File: config.mk
export PLATFORM = sky130hd
export DESIGN_NAME = sprite_mover
export DESIGN_NICKNAME = d
export VERILOG_FILES = /design/src/rtl/sprite_pkg.sv /design/src/rtl/btn_sync.sv /design/src/rtl/sprite_mover.sv
export SDC_FILE = /design/constraint.sdc
export NUM_CORES = 1
export LEC_CHECK = 0
export CAP_MARGIN = 0
export CORE_MARGIN = 3
export CORE_UTILIZATION = 24
export DETAILED_ROUTE_END_ITERATION = 12
export PLACE_DENSITY_LB_ADDON = 0.15
export SYNTH_ARGS = -nofsm -noshare
export SYNTH_HDL_FRONTEND = slang
export SYNTH_SLANG_ARGS = --single-unit
File: constraint.sdc
create_clock -name clk -period 2.3 [get_ports clk]
set_input_delay 0.345 -clock clk [delete_from_list [all_inputs] [get_ports clk]]
set_output_delay 0.345 -clock clk [all_outputs]
set_load 0.05 [all_outputs]
File: src/rtl/sprite_pkg.sv
// Shared types and screen constants for the sprite mover and its helpers.
package sprite_pkg;

    localparam int H_RES       = 640;
    localparam int V_RES       = 480;
    localparam int SPRITE_SIZE = 32;

    typedef logic [9:0] coord_t;

    // Bit order left..down maps onto the {left, right, up, down} button vector.
    typedef struct packed {
        logic left;
        logic right;
        logic up;
        logic down;
    } dir_t;

    typedef enum logic [1:0] {
        IDLE,
        DELAY,
        REPEAT
    } mover_state_t;

    // One axis step with saturation at 0 and at maxW.
    // If both directions on this axis are requested they cancel out.
    // The math uses 11 bits so cur+step cannot wrap before the clamp.
    function automatic coord_t stepCoord(
        input coord_t      cur,
        input logic        dec,
        input logic        inc,
        input logic [10:0] stepW,
        input logic [10:0] maxW
    );
        logic [10:0] wide;
        logic [10:0] sum;
        logic [10:0] res;
        wide = {1'b0, cur};
        sum  = wide + stepW;
        res  = wide;
        if (dec && !inc) begin
            res = (wide < stepW) ? 11'd0 : (wide - stepW);
        end else if (inc && !dec) begin
            res = (sum > maxW) ? maxW : sum;
        end
        return res[9:0];
    endfunction

endpackage

File: src/rtl/btn_sync.sv
// Two-flop synchronizer for one asynchronous button, plus a rising-edge pulse.
// level is the synchronized button state.
// pulse is high for one cycle, on the first cycle that level is high.
module btn_sync (
    input  logic clk,
    input  logic rst,
    input  logic btn,
    output logic level,
    output logic pulse
);

    logic meta;
    logic sync;
    logic syncQ;

    // Resync the raw button, and keep one delayed copy for edge detection.
    always_ff @(posedge clk or posedge rst) begin
        if (rst) begin
            meta  <= 1'b0;
            sync  <= 1'b0;
            syncQ <= 1'b0;
        end else begin
            meta  <= btn;
            sync  <= meta;
            syncQ <= sync;
        end
    end

    assign level = sync;
    assign pulse = sync & ~syncQ;

endmodule

File: src/rtl/sprite_mover.sv
// Sprite position owner.
// Turns async direction buttons into frame-synchronous, clamped moves of the
// sprite's top-left corner. Holding a button auto-repeats after a delay.
module sprite_mover #(
    parameter int H_RES        = sprite_pkg::H_RES,
    parameter int V_RES        = sprite_pkg::V_RES,
    parameter int SPRITE_SIZE  = sprite_pkg::SPRITE_SIZE,
    parameter int STEP         = 4,
    parameter int INIT_X       = 304,
    parameter int INIT_Y       = 224,
    parameter int REPEAT_DELAY = 8
) (
    input  logic       clk,
    input  logic       rst,
    input  logic       vBlank,
    input  logic       enable,
    input  logic       btnLeft,
    input  logic       btnRight,
    input  logic       btnUp,
    input  logic       btnDown,
    output logic [9:0] posX,
    output logic [9:0] posY,
    output logic       isMoving
);

    import sprite_pkg::dir_t;
    import sprite_pkg::mover_state_t;
    import sprite_pkg::IDLE;
    import sprite_pkg::DELAY;
    import sprite_pkg::REPEAT;
    import sprite_pkg::stepCoord;

    localparam logic [10:0] STEP_W = 11'(STEP);
    localparam logic [10:0] MAX_X  = 11'(H_RES - SPRITE_SIZE);
    localparam logic [10:0] MAX_Y  = 11'(V_RES - SPRITE_SIZE);

    localparam int              CNT_W    = (REPEAT_DELAY > 1) ? $clog2(REPEAT_DELAY) : 1;
    localparam logic [CNT_W-1:0] CNT_LAST = CNT_W'(REPEAT_DELAY - 1);

    logic [3:0]       btnVec;
    logic [3:0]       heldVec;
    logic [3:0]       pressVec;
    logic [3:0]       pending;
    dir_t             move;
    mover_state_t     state;
    logic [CNT_W-1:0] frameCnt;
    logic             vBlankQ;
    logic             tick;
    logic             anyHeld;
    logic             anyPending;

    assign btnVec = {btnLeft, btnRight, btnUp, btnDown};

    for (genvar i = 0; i < 4; i++) begin : g_sync
        btn_sync u_sync (
            .clk   (clk),
            .rst   (rst),
            .btn   (btnVec[i]),
            .level (heldVec[i]),
            .pulse (pressVec[i])
        );
    end

    assign anyHeld    = |heldVec;
    assign anyPending = |pending;
    assign tick       = vBlank & ~vBlankQ;

    // Delay vBlank by one cycle.
    // Reset value is 1, so a vBlank already high at reset release gives no tick.
    always_ff @(posedge clk or posedge rst) begin
        if (rst) begin
            vBlankQ <= 1'b1;
        end else begin
            vBlankQ <= vBlank;
        end
    end

    // Collect presses between frame ticks.
    // A press on the tick cycle itself is carried into the next frame.
    always_ff @(posedge clk or posedge rst) begin
        if (rst) begin
            pending <= '0;
        end else if (!enable) begin
            pending <= '0;
        end else if (tick) begin
            pending <= pressVec;
        end else begin
            pending <= pending | pressVec;
        end
    end

    // Direction set for this frame: fresh presses, plus held buttons once
    // auto-repeat is running.
    always_comb begin
        move = dir_t'(pending);
        if (state == REPEAT) begin
            move = dir_t'(pending | heldVec);
        end
    end

    // Apply the frame's move on the tick edge only, so the painter never sees
    // the position change mid-frame.
    always_ff @(posedge clk or posedge rst) begin
        if (rst) begin
            posX <= 10'(INIT_X);
            posY <= 10'(INIT_Y);
        end else if (enable && tick) begin
            posX <= stepCoord(posX, move.left, move.right, STEP_W, MAX_X);
            posY <= stepCoord(posY, move.up, move.down, STEP_W, MAX_Y);
        end
    end

    // Auto-repeat controller.
    // After the first move, count held frames. Start repeating once the delay
    // has elapsed. Drop back to idle as soon as nothing is held or pending.
    always_ff @(posedge clk or posedge rst) begin
        if (rst) begin
            state    <= IDLE;
            frameCnt <= '0;
            isMoving <= 1'b0;
        end else if (!enable) begin
            state    <= IDLE;
            isMoving <= 1'b0;
        end else begin
            case (state)
                IDLE: begin
                    if (tick && (move != '0)) begin
                        state    <= DELAY;
                        frameCnt <= '0;
                        isMoving <= 1'b1;
                    end
                end
                DELAY: begin
                    if (!anyHeld && !anyPending) begin
                        state    <= IDLE;
                        isMoving <= 1'b0;
                    end else if (tick && anyHeld) begin
                        if (frameCnt == CNT_LAST) begin
                            state <= REPEAT;
                        end else begin
                            frameCnt <= frameCnt + CNT_W'(1);
                        end
                    end
                end
                REPEAT: begin
                    if (!anyHeld && !anyPending) begin
                        state    <= IDLE;
                        isMoving <= 1'b0;
                    end
                end
                default: begin
                    state    <= IDLE;
                    isMoving <= 1'b0;
                end
            endcase
        end
    end

endmodule

* Word-level counts from Yosys, hierarchy flattened
Index checks and enable logic that the tools add are counted.
Storage, ports and cells: memory bits (read-only) 0, logic and storage cells 106, latch bits 0, register bits 43, memories 0, input bits 8, memory bits (writable) 0, output and inout port bits 21
Cells by class: add/sub/neg operators 5, muxes and demuxes 27, eq/ne operators 12, bitwise gates (word level) 12, order comparisons 4, multipliers 0, reductions and logical operators 27, shifts and indexed selects 0, div/mod/pow operators 0
Operators with widths (count):
- 10-bit 2-to-1 mux | 8
- 10-bit by 3-bit adder with 11-bit output (second input constant) | 2
- 10-bit by 3-bit < comparator with 1-bit output (second input constant) | 2
- 10-bit by 3-bit subtractor with 10-bit output (second input constant) | 2
- 2-bit 2-to-1 mux | 6
- 3-bit 2-to-1 mux | 4
- 4-bit 2-to-1 mux | 3
- 11-bit by 10-bit > comparator with 1-bit output (second input constant) | 1
- 11-bit by 9-bit > comparator with 1-bit output (second input constant) | 1
- 1-bit logical AND | 8
- 2-bit != test (second input constant) | 4
- 4-bit != test (second input constant) | 2
- 4-bit OR | 2
- 4-bit OR reduction | 2
- 1-bit zero test | 6
- 3-bit by 2-bit != test with 1-bit output (second input constant) | 2
- 2-bit one-hot mux with 3 select lines | 1
- 3-bit one-hot mux with 2 select lines | 1
- 2-bit AND reduction | 3
- 6-bit AND reduction | 1
- 2-bit nonzero test | 3
- 1-bit AND | 5
- 1-bit inverter | 5
- 4-bit AND reduction | 1
- other kinds (10) | 12

* Longest topological paths before layout
depth after elaboration 7, depth in mapped cells 10, gate-level depth less buffers 10

* Hierarchy
A second synthesis with hierarchy kept.
Unflattened totals: cell total of the unflattened synthesis 299, area, all modules 2731.4 sq um
By module, submodules not included:
- sprite_mover | sequential area each 684.4 sq um, area an instance 2361.0 sq um, instances 1, cells an instance 279
- btn_sync | sequential area each 75.1 sq um, area an instance 92.6 sq um, instances 4, cells an instance 5

* Least setup slack after synthesis
Ideal clock, no wire load.
path kind register -> register, from register posY[2], to register posY[2], arrival 2.229 ns, clock period less this slack 2.350 ns, setup time 0.121 ns, stages on the path, launching flop included 7, buffers on the path 0, required time 2.179 ns, path slack -0.050 ns, cell sequence dfrtp_1 ha_1 a31oi_1 a311oi_1 a21oi_1 or4_4 a22o_1
Between the ends: word-level cells in the longest chain between the ends 5, elaborated cells on any way between the ends 8, classes of those cells add/sub: 2; order compare: 2; mux: 4
Ends and longest elaborated chain:
- start: declaration | RTL line sprite_mover.sv:22 | output logic [9:0] posY,
- start signal: assignment | RTL line sprite_mover.sv:106 | posY <= 10'(INIT_Y);
- start signal: assignment | RTL line sprite_mover.sv:109 | posY <= stepCoord(posY, move.up, move.down, STEP_W, MAX_Y);
- 10-bit by 3-bit adder with 11-bit output | RTL line sprite_pkg.sv:38 | sum = wide + stepW;
- 11-bit by 9-bit > comparator with 1-bit output | RTL line sprite_pkg.sv:43 | res = (sum > maxW) ? maxW : sum;
- 10-bit 2-to-1 mux | RTL line sprite_pkg.sv:43
- 10-bit 2-to-1 mux | RTL line sprite_pkg.sv:42 | end else if (inc && !dec) begin
- 10-bit 2-to-1 mux (*) | RTL line sprite_pkg.sv:40 | if (dec && !inc) begin
Mark *: on every way between the ends. The rest lies on a longest branch, timed or not. The select of a mux whose other input is x is not followed. A chain may end at the register's enable or synchronous reset.

* Worst setup path in the final report
from register posX[4], to output port posX[4]
RTL lines:
- start: declaration | RTL line sprite_mover.sv:21 | output logic [9:0] posX,
- start signal: assignment | RTL line sprite_mover.sv:105 | posX <= 10'(INIT_X);
- start signal: assignment | RTL line sprite_mover.sv:108 | posX <= stepCoord(posX, move.left, move.right, STEP_W, MAX_X);
No word-level cell between the ends.

==> flow_summary.ini <==
[status]
outcome = complete, no violations

[clock_network]
cts_sinks = 39
cts_made_buffers = 5
cts_buffer_depth = 2
cts_resized = 0
h-tree-depth = 2
cts_tree = built
ctsHoldBuffers = 0
cts_setup_buffers = 0
clk_latency_ns = 0.30
cts_root_buf = clkbuf_8
path_clk_slew_ns = 0.09

[flow_run]
timing.max_cap.violations = 0

[logic_synthesis]
netlist_area_um2 = 2580
synth_cell_types = 59
synth_flop_cell = dfrtp_1
ys_async_sr_fraction_pct = 100
synth_top_area_share_pct = 31.1
syn_area_per_cell_um2 = 9.04
ys_ff_latch = 39
synth-edff-count = 0
ys_warn_count = 0
ys_seq_area_share_pct = 38.2
synth_area_leaders = dfrtp_1, dfstp_2, ha_1
yosys.area.top_type = dfrtp_1
syn_inst = 285

[drt]
vias_per_cell = 4.92
wl_per_cell_um = 14.0
highest_layer = met4
finalWirelength_mm = 6.46
drtAntennaViolNets = 0
dr_wl_met3_um = 222
met2_wirelength_mm = 3.07
drt_pre_antenna_iters = 4
vias = 2278
drtIter0Drc = 82
met1_length_mm = 3.12
route.detailed.drc = 0

[finish]
nFillCells = 1109
final_cells = 463
drive_gt1_share_pct = 18.7
antenna-diode-count = 0
nets = 348
syn_to_final_growth_pct = 25.7

[setup_path]
cp.required_ns = 1.96
path_buf_inv = 1
reg2reg_from = state[0]$_DFFE_PP0P_
cp_cell_sequence = clkdlybuf4s50_1
end_kind = output port
critPathKind = reg -> out
critical-path-top-delay-family = buffers and inverters
cpPeakStageDelay_ns = 0.86
cp-start-kind = flip-flop
crit_start = posX[4]$_DFFE_PP1P_
critPathArrivalTime_ns = 1.86
crit_path_max_fanout = 18
rr_worst_depth = 9
cp.depth = 1
critPathSlowestCell = clkdlybuf4s50_1

[sta]
finClkSkew_ns = 0.00898
max_slew_margin_pct = 63.4
slew_viol_final = 0
holdWs_ns = 0.355
fin_crit_ns = 2.21
rsz0062_at_grt = yes
fmax_ghz = 0.453
worst_slew_pin_slew_ns = 0.544
final.period_utilization_pct = 95.9
finalHoldViolations = 0
setup_viol = 0

[grt]
antenna_found_initial = 0
grt_max_degree = 40
grt_pass1_vias = 2221
grt_pass1_wl_mm = 10.8
grtUsageTotal_pct = 11.2
overflow = 0

[pwr]
p_leak_uw = 0.00137
peakVddDrop_v = 0.000518
powerDensity_nw_per_um2 = 1230

[floorplan]
ios = 29
core.rowCount = 37
die_h_um = 110
dieArea_um2 = 12000
die_w_um = 110
core_um2 = 10400
initial_core_util_pct = 24.8

[min_path]
min_path_cells = 0
hp-start = g_sync[2].u_sync.meta$_DFF_PP0_
hp-class = reg -> reg

[placed_design]
port-buffer-count = 24
placed_cells = 455
gp_congestion = 0.847
dp_hpwl_mm = 4.72
-- power breakdown --
| part | switching [µW] | leakage [µW] | internal (µW) |
|---|---|---|---|
| Sequential | 250 | 0.000457 | 890 |
| Combinational | 1340 | 0.000856 | 910 |
| Clock | 279 | 0.0000587 | 329 |
-- layer usage --
layer	vias up	track usage, %
li1	1127	-
met1	1099	15.5
met2	48	18.2
met3	4	2.06
met4	0	2.49
met5	-	0
-- state kept, by name, indices dropped and copies added, names as in the netlist --
| signal | flops |
|---|---|
| g_sync.u_sync.level | 4 |
| g_sync.u_sync.meta | 4 |
| g_sync.u_sync.syncQ | 4 |
| frameCnt | 3 |
| posY | 8 |
| isMoving | 1 |
| vBlankQ | 1 |
| posX | 8 |
| pending | 4 |
| state | 2 |
-- synth_stat cells, types with 7 or more instances --
cell      number
nand3_1       10
o21ai_0       14
clkbuf_1      10
nand2_1       19
nor2_1        14
dfstp_2        7
nor2b_1       11
inv_1         20
ha_1          14
dfrtp_1       32
a21oi_1       21
o31ai_1       10
-- area by class of cell --
type	instances	area [µm²]	area share [%]
clock buffers	5	68.8	2.12
flip-flops and latches	39	988	30.5
clock inverters	3	47.5	1.47
well taps	136	170	5.25
inverters	20	75.1	2.32
multi-input cells	210	1440	44.5
repair buffers	50	448	13.8
-- placed cells by master, fill, tap and decap left out, types with 4 or more instances in the layout --
master,synthesis,final
dfstp_2,7,7
o21ai_0,14,14
nand3_1,10,10
clkdlybuf4s50_1,0,24
nand2_1,19,19
a311oi_1,4,4
nor4_1,4,4
clkbuf_8,0,5
nor2b_1,11,11
inv_1,20,20
and3_1,4,4
buf_4,5,25
nand2b_1,4,4
nor2_1,14,14
o31ai_1,10,10
or3_1,4,4
a21oi_1,21,20
nor3_1,6,5
mux2i_1,6,6
conb_1,1,4
a22oi_1,4,4
dfrtp_1,32,29
a31oi_1,4,4
ha_1,14,11
-- kinds of logic after synthesis --
kind of cell	Yosys count	synth area share [%]
simple gates	97	21.5
xor+xnor	1	0.340
buf+inv	39	7.09
fa+ha+maj	14	6.80
compound gates	86	22.7
flops	39	38.2
mux	8	3.21
other cells	1	0.146
-- worst register-to-register path: stages, from the launching register on --
cell,delay (ns)
dfrtp_1,0.39
inv_1,0.12
ha_2,0.25
a21o_1,0.15
ha_2,0.27
nor3b_1,0.20
buf_4,0.18
nand2_1,0.05
mux2_2,0.26
o31ai_1,0.20
-- through the flow --
| stage | setup slack, ns | TNS [ns] | util [%] | cell area [µm²] | power (µW) |
|---|---|---|---|---|---|
| finish | 0.0934 | 0 | 31.2 | 3240 | 4000 |
| detailed placement | 0.0774 | 0 | 29.9 | 3100 | 3390 |
| global route | -0.0727 | -0.137 | 31.2 | 3240 | 4320 |
| global placement | 0.103 | 0 | 29.9 | 3100 | 3410 |
| CTS | 0.0618 | 0 | 31.0 | 3220 | 4030 |
| floorplan | 0.0863 | 0 | - | 2590 | 2680 |
-- worst paths after layout --
kind	end	slack, ns
hold / removal	g_sync[2].u_sync.level$_DFF_PP0_	0.35
hold reg to reg	g_sync[2].u_sync.level$_DFF_PP0_	0.35
setup reg to reg	posY[4]$_DFFE_PP0P_	0.14
max in group asynchronous	posX[8]$_DFFE_PP1P_	1.63
setup / recovery	posX[4]	0.09
min in group asynchronous	posX[3]$_DFFE_PP0P_	0.40
Power figures use the tool's default switching activity.
